<file path="config.mk">
export PLATFORM = sky130hd
export DESIGN_NAME = spi_arbiter
export DESIGN_NICKNAME = d
export VERILOG_FILES = /design/src/rtl/spi_pkg.sv /design/src/rtl/rr_pick.sv /design/src/rtl/spi_arbiter.sv
export SDC_FILE = /design/constraint.sdc
export NUM_CORES = 1
export LEC_CHECK = 0
export CAP_MARGIN = 20
export CORE_MARGIN = 4
export CORE_UTILIZATION = 51
export CTS_BUF_LIST = sky130_fd_sc_hd__clkbuf_4
export DETAILED_ROUTE_END_ITERATION = 16
export HOLD_SLACK_MARGIN = 0.06
export PLACE_DENSITY_LB_ADDON = 0.3
export SYNTH_ARGS = -nofsm -noshare
export SYNTH_HDL_FRONTEND = slang
export SYNTH_SLANG_ARGS = --single-unit
</file>
<file path="constraint.sdc">
create_clock -name clk -period 5.15 [get_ports clk]
set_clock_uncertainty 0.15 [all_clocks]
set_input_delay 1.03 -clock clk [delete_from_list [all_inputs] [get_ports clk]]
set_output_delay 1.03 -clock clk [all_outputs]
set_load 0.02 [all_outputs]
</file>
<file path="src/rtl/spi_pkg.sv">
// Shared state encoding and default constants for the SPI requester arbiter.
package spi_pkg;

    localparam int DEF_NUM_REQ        = 4;
    localparam int DEF_DATA_WIDTH     = 8;
    localparam int DEF_TIMEOUT_CYCLES = 8192;
    localparam int DEF_GAP_CYCLES     = 100;

    typedef enum logic [1:0] {
        ST_IDLE   = 2'd0,
        ST_LAUNCH = 2'd1,
        ST_BUSY   = 2'd2,
        ST_GAP    = 2'd3
    } arb_state_t;

    // Counter/index width that never collapses to zero bits for tiny limits.
    function automatic int cnt_width(input int limit);
        return (limit > 1) ? $clog2(limit) : 1;
    endfunction

endpackage

</file>
<file path="src/rtl/rr_pick.sv">
// Round-robin winner selection: first set request at or after ptr, wrapping.
module rr_pick
    import spi_pkg::*;
#(
    parameter int NUM_REQ = DEF_NUM_REQ,
    parameter int IDX_W   = cnt_width(NUM_REQ)
) (
    input  logic [NUM_REQ-1:0] req,
    input  logic [IDX_W-1:0]   ptr,
    output logic [NUM_REQ-1:0] onehot,
    output logic [IDX_W-1:0]   idx,
    output logic               any
);

    logic [IDX_W-1:0] cand;

    always_comb begin
        onehot = '0;
        idx    = '0;
        any    = 1'b0;
        cand   = '0;
        for (int k = 0; k < NUM_REQ; k++) begin
            cand = IDX_W'((int'(ptr) + k) % NUM_REQ);
            if (!any && req[cand]) begin
                onehot[cand] = 1'b1;
                idx          = cand;
                any          = 1'b1;
            end
        end
    end

endmodule

</file>
<file path="src/rtl/spi_arbiter.sv">
// Shares one SPI master among NUM_REQ requesters: round-robin grant, launch,
// completion or timeout response, then an enforced idle gap.
module spi_arbiter
    import spi_pkg::*;
#(
    parameter int NUM_REQ        = DEF_NUM_REQ,
    parameter int DATA_WIDTH     = DEF_DATA_WIDTH,
    parameter int TIMEOUT_CYCLES = DEF_TIMEOUT_CYCLES,
    parameter int GAP_CYCLES     = DEF_GAP_CYCLES
) (
    input  logic                          clk,
    input  logic                          srst,
    input  logic [NUM_REQ-1:0]            req,
    input  logic [NUM_REQ*DATA_WIDTH-1:0] req_data,
    output logic [NUM_REQ-1:0]            gnt,
    output logic [NUM_REQ-1:0]            rsp_valid,
    output logic [DATA_WIDTH-1:0]         rsp_data,
    output logic                          rsp_err,
    output logic [NUM_REQ-1:0]            cs_sel,
    output logic                          spi_m_start,
    output logic [DATA_WIDTH-1:0]         data_m_send,
    input  logic                          spi_m_done,
    input  logic [DATA_WIDTH-1:0]         data_m_recv
);

    localparam int IDX_W = cnt_width(NUM_REQ);
    localparam int TMR_W = cnt_width(TIMEOUT_CYCLES);
    localparam int GAP_W = cnt_width(GAP_CYCLES);

    localparam logic [IDX_W-1:0] LAST_IDX = IDX_W'(NUM_REQ - 1);
    localparam logic [TMR_W-1:0] TMR_LAST = TMR_W'(TIMEOUT_CYCLES - 1);
    localparam logic [GAP_W-1:0] GAP_LAST = GAP_W'(GAP_CYCLES - 1);

    arb_state_t            state, state_n;
    logic [IDX_W-1:0]      last_owner, last_owner_n;
    logic [IDX_W-1:0]      rr_ptr, pick_idx;
    logic [NUM_REQ-1:0]    pick_onehot;
    logic                  pick_any;
    logic [DATA_WIDTH-1:0] pick_data;
    logic [TMR_W-1:0]      timer, timer_n;
    logic [GAP_W-1:0]      gap_cnt, gap_cnt_n;
    logic [NUM_REQ-1:0]    gnt_n, rsp_valid_n, cs_sel_n;
    logic [DATA_WIDTH-1:0] rsp_data_n, data_m_send_n;
    logic                  rsp_err_n, spi_m_start_n;

    assign rr_ptr = (last_owner == LAST_IDX) ? '0 : last_owner + 1'b1;

    rr_pick #(
        .NUM_REQ (NUM_REQ),
        .IDX_W   (IDX_W)
    ) u_rr_pick (
        .req    (req),
        .ptr    (rr_ptr),
        .onehot (pick_onehot),
        .idx    (pick_idx),
        .any    (pick_any)
    );

    always_comb begin
        pick_data = '0;
        for (int i = 0; i < NUM_REQ; i++) begin
            if (pick_onehot[i]) begin
                pick_data = req_data[i*DATA_WIDTH +: DATA_WIDTH];
            end
        end
    end

    // cs_sel doubles as the owner one-hot, so the response is steered from it.
    always_comb begin
        state_n       = state;
        last_owner_n  = last_owner;
        timer_n       = timer;
        gap_cnt_n     = gap_cnt;
        gnt_n         = '0;
        rsp_valid_n   = '0;
        rsp_data_n    = '0;
        rsp_err_n     = 1'b0;
        cs_sel_n      = cs_sel;
        spi_m_start_n = 1'b0;
        data_m_send_n = data_m_send;
        case (state)
            ST_IDLE: begin
                if (pick_any) begin
                    gnt_n         = pick_onehot;
                    cs_sel_n      = pick_onehot;
                    spi_m_start_n = 1'b1;
                    data_m_send_n = pick_data;
                    last_owner_n  = pick_idx;
                    state_n       = ST_LAUNCH;
                end
            end
            ST_LAUNCH: begin
                timer_n = '0;
                state_n = ST_BUSY;
            end
            ST_BUSY: begin
                // A done arriving on the expiry cycle still counts as success.
                if (spi_m_done || timer == TMR_LAST) begin
                    rsp_valid_n = cs_sel;
                    rsp_data_n  = spi_m_done ? data_m_recv : '0;
                    rsp_err_n   = !spi_m_done;
                    cs_sel_n    = '0;
                    gap_cnt_n   = '0;
                    state_n     = ST_GAP;
                end else begin
                    timer_n = timer + 1'b1;
                end
            end
            ST_GAP: begin
                if (gap_cnt == GAP_LAST) begin
                    state_n = ST_IDLE;
                end else begin
                    gap_cnt_n = gap_cnt + 1'b1;
                end
            end
            default: state_n = ST_IDLE;
        endcase
    end

    always_ff @(posedge clk) begin
        if (srst) begin
            state       <= ST_IDLE;
            last_owner  <= LAST_IDX;
            timer       <= '0;
            gap_cnt     <= '0;
            gnt         <= '0;
            rsp_valid   <= '0;
            rsp_data    <= '0;
            rsp_err     <= 1'b0;
            cs_sel      <= '0;
            spi_m_start <= 1'b0;
            data_m_send <= '0;
        end else begin
            state       <= state_n;
            last_owner  <= last_owner_n;
            timer       <= timer_n;
            gap_cnt     <= gap_cnt_n;
            gnt         <= gnt_n;
            rsp_valid   <= rsp_valid_n;
            rsp_data    <= rsp_data_n;
            rsp_err     <= rsp_err_n;
            cs_sel      <= cs_sel_n;
            spi_m_start <= spi_m_start_n;
            data_m_send <= data_m_send_n;
        end
    end

endmodule

</file>
Yosys cells after proc, flatten, opt, wreduce, memory -nomap -nowiden
Cells that the tools add are included.
{ "totals": {"reg_bits": 54, "in_bits": 47, "out_inout_bits": 30, "word_cells": 115} }
{ "op_classes": {"addsub": 6, "magnitude_cmp": 8, "n_eq_ne": 11, "mux": 46, "bitwise": 8, "n_reduce_logical": 25} }
{ "ops": {"columns": ["operator", "count"], "rows": [
  ["two-way mux 8 bit", 4],
  ["case mux 13 bit (2 select lines)", 1],
  ["two-way mux 4 bit", 6],
  ["two-way mux 2 bit", 8],
  ["two-way mux 7 bit", 2],
  ["case mux 7 bit (2 select lines)", 1],
  ["adder 13 x 1 -> 13 bit (second input constant)", 1],
  ["== test 13 bit (second input constant)", 1],
  ["two-way mux 1 bit", 13],
  ["two-way mux 13 bit", 1],
  ["less-than comparator 2 x 3 -> 1 bit (second input constant)", 4],
  ["OR 4 bit", 3],
  ["!= test 2 bit (second input constant)", 5],
  ["AND reduction 3 bit", 3],
  ["binary-select mux 1 bit (select 2 bit)", 4],
  ["demux 1 bit (select 2 bit)", 4],
  [">= comparator 2 x 1 -> 1 bit (second input constant)", 4],
  ["case mux 2 bit (4 select lines)", 1],
  ["case mux 4 bit (2 select lines)", 1],
  ["adder 7 x 1 -> 7 bit (second input constant)", 1],
  ["== test 7 bit (second input constant)", 1],
  ["logical AND 1 bit", 7],
  ["== test 2 bit (second input constant)", 3],
  ["nonzero test 2 bit", 3],
  ["other kinds (11)", 22]
]} }

Longest topological paths before layout
{ "logic_depth": {"word_depth": 18, "ltp_mapped": 13, "ltp_nobuf": 8} }

By module
From an unflattened synthesis, not the netlist that was laid out.
{ "hier_totals": {"cells_unflattened": 340, "hier_area_um2": 3069.2} }
{ "by_module_without_submodules": {"columns": ["mod", "n_inst", "cells_each", "area_each_um2", "seq_area_each_um2"], "rows": [
  ["spi_arbiter", 1, 295, 2647.5, 1081.0],
  ["rr_pick", 1, 45, 421.7, 0.0]
]} }

Worst setup path before layout
OpenSTA, ideal clock, no wires.
{ "synth_path": {"path_type": "input to register", "from": "in req[3]", "to": "reg cs_sel[2]", "setup_ns": 0.070, "arrival_time_ns": 2.906, "required_time_ns": 4.930, "setup_slack_ns": 2.023, "path_stages": 8, "n_path_buf": 2, "cell_sequence": "buf_2 mux2_2 mux2i_2 mux2_2 o221a_1 buf_2 or3_1 a21oi_1"} }
{ "synth_via": {"elab_chain_cells": 14, "word_cells_on_any_way": 29, "classes_between": "1 x eq/ne; 18 x mux; 3 x bitwise; 7 x reduce/logical"} }
{ "synth_rtl": {"columns": ["element", "line", "text"], "rows": [
  ["from (decl)", "spi_arbiter.sv:13", "input logic [NUM_REQ-1:0] req,"],
  ["binary-select mux 1 bit (select 2 bit)", "rr_pick.sv:24", "if (!any && req[cand]) begin"],
  ["two-way mux 1 bit (implied by the code)", "rr_pick.sv:24", null],
  ["two-way mux 1 bit", "rr_pick.sv:24", null],
  ["zero test 1 bit", "rr_pick.sv:24", null],
  ["logical AND 1 bit", "rr_pick.sv:24", null],
  ["two-way mux 1 bit", "rr_pick.sv:24", null],
  ["zero test 1 bit", "rr_pick.sv:24", null],
  ["logical AND 1 bit", "rr_pick.sv:24", null],
  ["two-way mux 1 bit", "rr_pick.sv:24", null],
  ["zero test 1 bit", "rr_pick.sv:24", null],
  ["logical AND 1 bit", "rr_pick.sv:24", null],
  ["two-way mux 4 bit / two-way mux 1 bit (equally long branches)", "rr_pick.sv:24", null],
  ["two-way mux 4 bit / != test 2 bit (equally long branches)", null, null],
  ["case mux 4 bit (2 select lines) / AND reduction 3 bit (equally long branches)", null, null],
  ["to (signal assigned)", "spi_arbiter.sv:142", "cs_sel <= cs_sel_n;"],
  ["to (decl)", "spi_arbiter.sv:19", "output logic [NUM_REQ-1:0] cs_sel,"]
]} }
Several ways; a longest one is shown, not always the timed one. The select of a mux whose other input is x is not followed.
A chain may end at the register's enable or synchronous reset.

Final worst setup path
{ "layout_path": {"from": "reg last_owner[0]", "to": "reg data_m_send[2]"} }
{ "layout_via": {"elab_chain_cells": 18, "word_cells_on_any_way": 56, "classes_between": "4 x add/sub; 8 x order compare; 1 x eq/ne; 29 x mux; 3 x bitwise; 11 x reduce/logical"} }
{ "layout_rtl": {"columns": ["element", "line", "text"], "rows": [
  ["from (decl)", "spi_arbiter.sv:35", "logic [IDX_W-1:0] last_owner, last_owner_n;"],
  ["from (signal assigned)", "spi_arbiter.sv:135", "last_owner <= last_owner_n;"],
  ["adder 2 x 1 -> 2 bit / == test 2 bit (equally long branches)", "spi_arbiter.sv:46", "assign rr_ptr = (last_owner == LAST_IDX) ? '0 : last_owner + 1'b1;"],
  ["two-way mux 2 bit (*)", "spi_arbiter.sv:46", null],
  ["branches (longest 16 deep; another with less-than comparator 2 x 3 -> 1 bit)", null, null],
  ["to (signal assigned)", "spi_arbiter.sv:144", "data_m_send <= data_m_send_n;"],
  ["to (decl)", "spi_arbiter.sv:21", "output logic [DATA_WIDTH-1:0] data_m_send,"]
]} }
Every way passes the cells marked *. The select of a mux whose other input is x is not followed.

==> results.yml <==
placement:
  place.port_buffers: 76
  dp_hpwl_um: 5770
  numPlacedInstances: 486
  gp_congestion: 0.915
pwr:
  leakage_power_summed_over_all_cells_uw: 0.00142
  power.share.switching: 0.466
  p_sw_uw: 892
  p_int_uw: 1020
  pwr-share-comb: 0.622
  max-vdd-ir-drop_mv: 0.303
  seq_power_share: 0.282
  clkPwrFrac: 0.096
  power_density_normalized_to_cell_area_nw_per_um2: 497
final_layout:
  areaGrowthSynthToFinish_pct: 26.8
  layout.cells.most_common_list: "sky130_fd_sc_hd__clkdlybuf4s50_1 (76), sky130_fd_sc_hd__dfxtp_1 (54), sky130_fd_sc_hd__nor2_1 (36)"
  nNetsFinal: 480
  fillers: 470
  fin_cells: 494
  layout_commonest_cell: "sky130_fd_sc_hd__clkdlybuf4s50_1"
  multi_input_area_um2: 1800
  ff_latch_area_um2: 1080
  diodes: 0
  fraction_of_layout_cells_with_a_size_suffix_above_1: 0.0640
die:
  core_area_um2: 5640
  die-area_um2: 7260
  rows: 27
  die_x_um: 85.2
  dieHeight_um: 85.2
  initial_utilization: 0.538
  floorplan.io_pins: 77
cts:
  clkSlewWorstSetupHoldPaths_ns: 0.15
  insertion_delay_of_the_later_clocked_pin_in_the_worst_skew_pair_ns: 0.37
  cts_resized: 0
  cts_inserted_buffers: 5
  root_buffer: "sky130_fd_sc_hd__clkbuf_4"
  cts_hold_repair.buffers: 0
  clock_path_buffers: 2
  htree_levels: 2
  cts.sink_count: 54
  postCtsSetupRepairBufs: 0
  tritoncts_clock_tree: "done"
logic_synthesis:
  synth_seq_area_share: 0.356
  postSynthRegisterBits: 54
  synthArstFlopShare: 0
  primary_flip_flop_cell_chosen_by_synthesis_mapping: "sky130_fd_sc_hd__dfxtp_1"
  synth.yosys.warnings: 0
  synthesis.instances: 356
  mappedNetlistArea_um2: 3040
  synth-edff-count: 0
  syn_nets: 415
  synth.avg_cell_area_um2: 8.53
  synth.distinct_cells: 63
job:
  maxCapViolCount: 0
timing:
  period_needed_ns: 3.83
  max-slew-margin-rel: 0.513
  maximum_operating_frequency_mhz: 261
  finalMaxSlewViolations: 0
  unrepaired_setup_endpoints_after_global_routing: "false"
  setup_violation_total_in_the_final_timing_report: 0
  layout_worst_path_cycle_share: 0.743
  worst_slew_pin_slew_ns: 0.729
  fin_setup_tns_ns: 0
  timing.hold.ws_ns: 0.341
  hold_viol_final: 0
worst_setup_path:
  worstSetupPathType: "flip-flop to flip-flop"
  kind_of_launch_point_of_the_worst_setup_path: "flip-flop"
  worst-endpoint-required_ns: 5.28
  crit_fanout: 18
  critPathMaxStageDelay_ns: 0.78
  cpMaxStageDelayCell: "sky130_fd_sc_hd__dfxtp_1"
  crit_path_cell_trace: "inv_1 -> ha_1 -> mux4_2 -> nand2_1 -> o21ai_0 -> a21oi_1 -> buf_4 -> or3b_1 -> o32ai_1"
  cp_data_arrival_time_ns: 3.96
  cp-end-kind: "flip-flop"
global_route:
  gr-usage-all-layers: 0.216
  grt_first_pass_wirelength_um: 13100
  grt_antenna_before_repair: 0
  grt_max_degree: 37
  via_count_of_the_first_global_routing_pass: 2821
  grt.overflow.total: 0
drt:
  num_vias: 2978
  viasPerCell: 6.03
  firstDrtPassIters: 5
  drtAntennaViolNets: 0
  wire_per_inst_um: 15.7
  drt_wl_total_um: 7770
  drc: 0
  drt-initial-drc-count: 271
hold_path:
  min_path_type: "flip-flop to flip-flop"
outcome:
  result_of_the_run: "finished, final reports clean"
logic make-up after synthesis:
kind of cell | count (synthesis) | share of synthesized area
adders and majority gates | 12 | 0.0494
and+or+nand+nor | 142 | 0.236
AOI/OAI and AO/OA | 95 | 0.229
DFF | 54 | 0.356
muxes | 13 | 0.0552
buffers and inverters | 32 | 0.0519
xor gates and xnor gates | 8 | 0.0231
routing by layer:
layer	vias to the layer above	part of all wire	global-route usage
li1	1450	-	-
met1	1380	0.46	0.293
met2	137	0.45	0.348
met3	11	0.080	0.0466
met4	0	0.010	0.0532
met5	-	0	0
state kept, by name (all words and copies together) (netlist names):
register / flops
data_m_send: 8
rsp_err: 1
gnt: 4
cs_sel: 4
spi_m_start: 1
timer: 13
rsp_valid: 4
last_owner: 2
rsp_data: 8
state: 2
gap_cnt: 7
synth_stat cells (3+ instances only):
master / count / area share
sky130_fd_sc_hd__mux2_2: 3 / 0.011
sky130_fd_sc_hd__a2bb2oi_1: 8 / 0.023
sky130_fd_sc_hd__nor4_1: 3 / 0.0062
sky130_fd_sc_hd__a31oi_1: 4 / 0.0082
sky130_fd_sc_hd__o32ai_1: 10 / 0.029
sky130_fd_sc_hd__inv_1: 10 / 0.012
sky130_fd_sc_hd__and3_1: 4 / 0.0082
sky130_fd_sc_hd__or3_1: 4 / 0.0082
sky130_fd_sc_hd__buf_2: 6 / 0.0099
sky130_fd_sc_hd__o21ai_1: 3 / 0.0049
sky130_fd_sc_hd__buf_6: 3 / 0.011
sky130_fd_sc_hd__nand2_1: 32 / 0.040
sky130_fd_sc_hd__a21oi_1: 26 / 0.043
sky130_fd_sc_hd__nand2b_1: 3 / 0.0062
sky130_fd_sc_hd__ha_1: 12 / 0.049
sky130_fd_sc_hd__nand3_1: 16 / 0.026
sky130_fd_sc_hd__nand4_1: 6 / 0.012
sky130_fd_sc_hd__and2_1: 14 / 0.029
sky130_fd_sc_hd__nor2_1: 36 / 0.044
sky130_fd_sc_hd__a311oi_1: 8 / 0.023
sky130_fd_sc_hd__dfxtp_1: 54 / 0.36
sky130_fd_sc_hd__o21ai_0: 9 / 0.015
sky130_fd_sc_hd__clkbuf_1: 9 / 0.011
sky130_fd_sc_hd__xor2_1: 6 / 0.017
sky130_fd_sc_hd__o211ai_1: 5 / 0.012
sky130_fd_sc_hd__or4_1: 4 / 0.0099
sky130_fd_sc_hd__nor3_1: 7 / 0.012
sky130_fd_sc_hd__mux2i_1: 6 / 0.020
area by class of cell:
class,count,area share
Timing Repair Buffer,80,0.205
Tap cell,72,0.0234
Clock inverter,2,0.00227
Sequential cell,54,0.281
Inverter,10,0.00974
Clock buffer,6,0.0117
Multi-Input combinational cell,270,0.467
stage by stage:
| stage | worst slack [ns] | cell area [um2] | utilization | total power [uW] |
|---|---|---|---|---|
| 6_report | 1.32 | 3850 | 0.683 | 1910 |
| 5_1_grt | 1.06 | 3850 | 0.683 | 2060 |
| 4_1_cts | 1.33 | 3850 | 0.683 | 1900 |
| 3_5_place_dp | 1.16 | 3800 | 0.673 | 1710 |
| 3_3_place_gp | 1.32 | 3800 | 0.673 | 1690 |
| 2_1_floorplan | 2.02 | 3040 | - | 1440 |
worst paths after layout:
check | cells past startpoint | end | from | slack (ns)
min reg2reg | 2 | cs_sel[0] | cs_sel[0] | 0.34
min | 2 | cs_sel[0] | cs_sel[0] | 0.34
max reg2reg | 9 | data_m_send[2] | last_owner[0] | 1.32
max | 9 | data_m_send[2] | last_owner[0] | 1.32
worst max-delay path: cells and delay by family, from the launching register on:
family | cells | cell delay, ns
flip-flops | 1 | 0.78
AND/OR/NAND/NOR | 2 | 0.61
multiplexers | 1 | 0.69
buffers and inverters | 2 | 0.43
AO/OA/AOI/OAI | 3 | 0.55
adder cells (fa/ha/maj) | 1 | 0.53
power groups by stage:
| stage | Combinational (uW) | Clock (uW) | Sequential [uW] |
|---|---|---|---|
| CTS | 1170 | 189 | 540 |
| finish | 1190 | 184 | 539 |
| global route | 1300 | 207 | 548 |
| detailed placement | 1170 | 0 | 548 |
| global placement | 1140 | 0 | 547 |
| floorplan | 869 | 0 | 569 |
No activity file was read; power rests on OpenSTA's default activity.
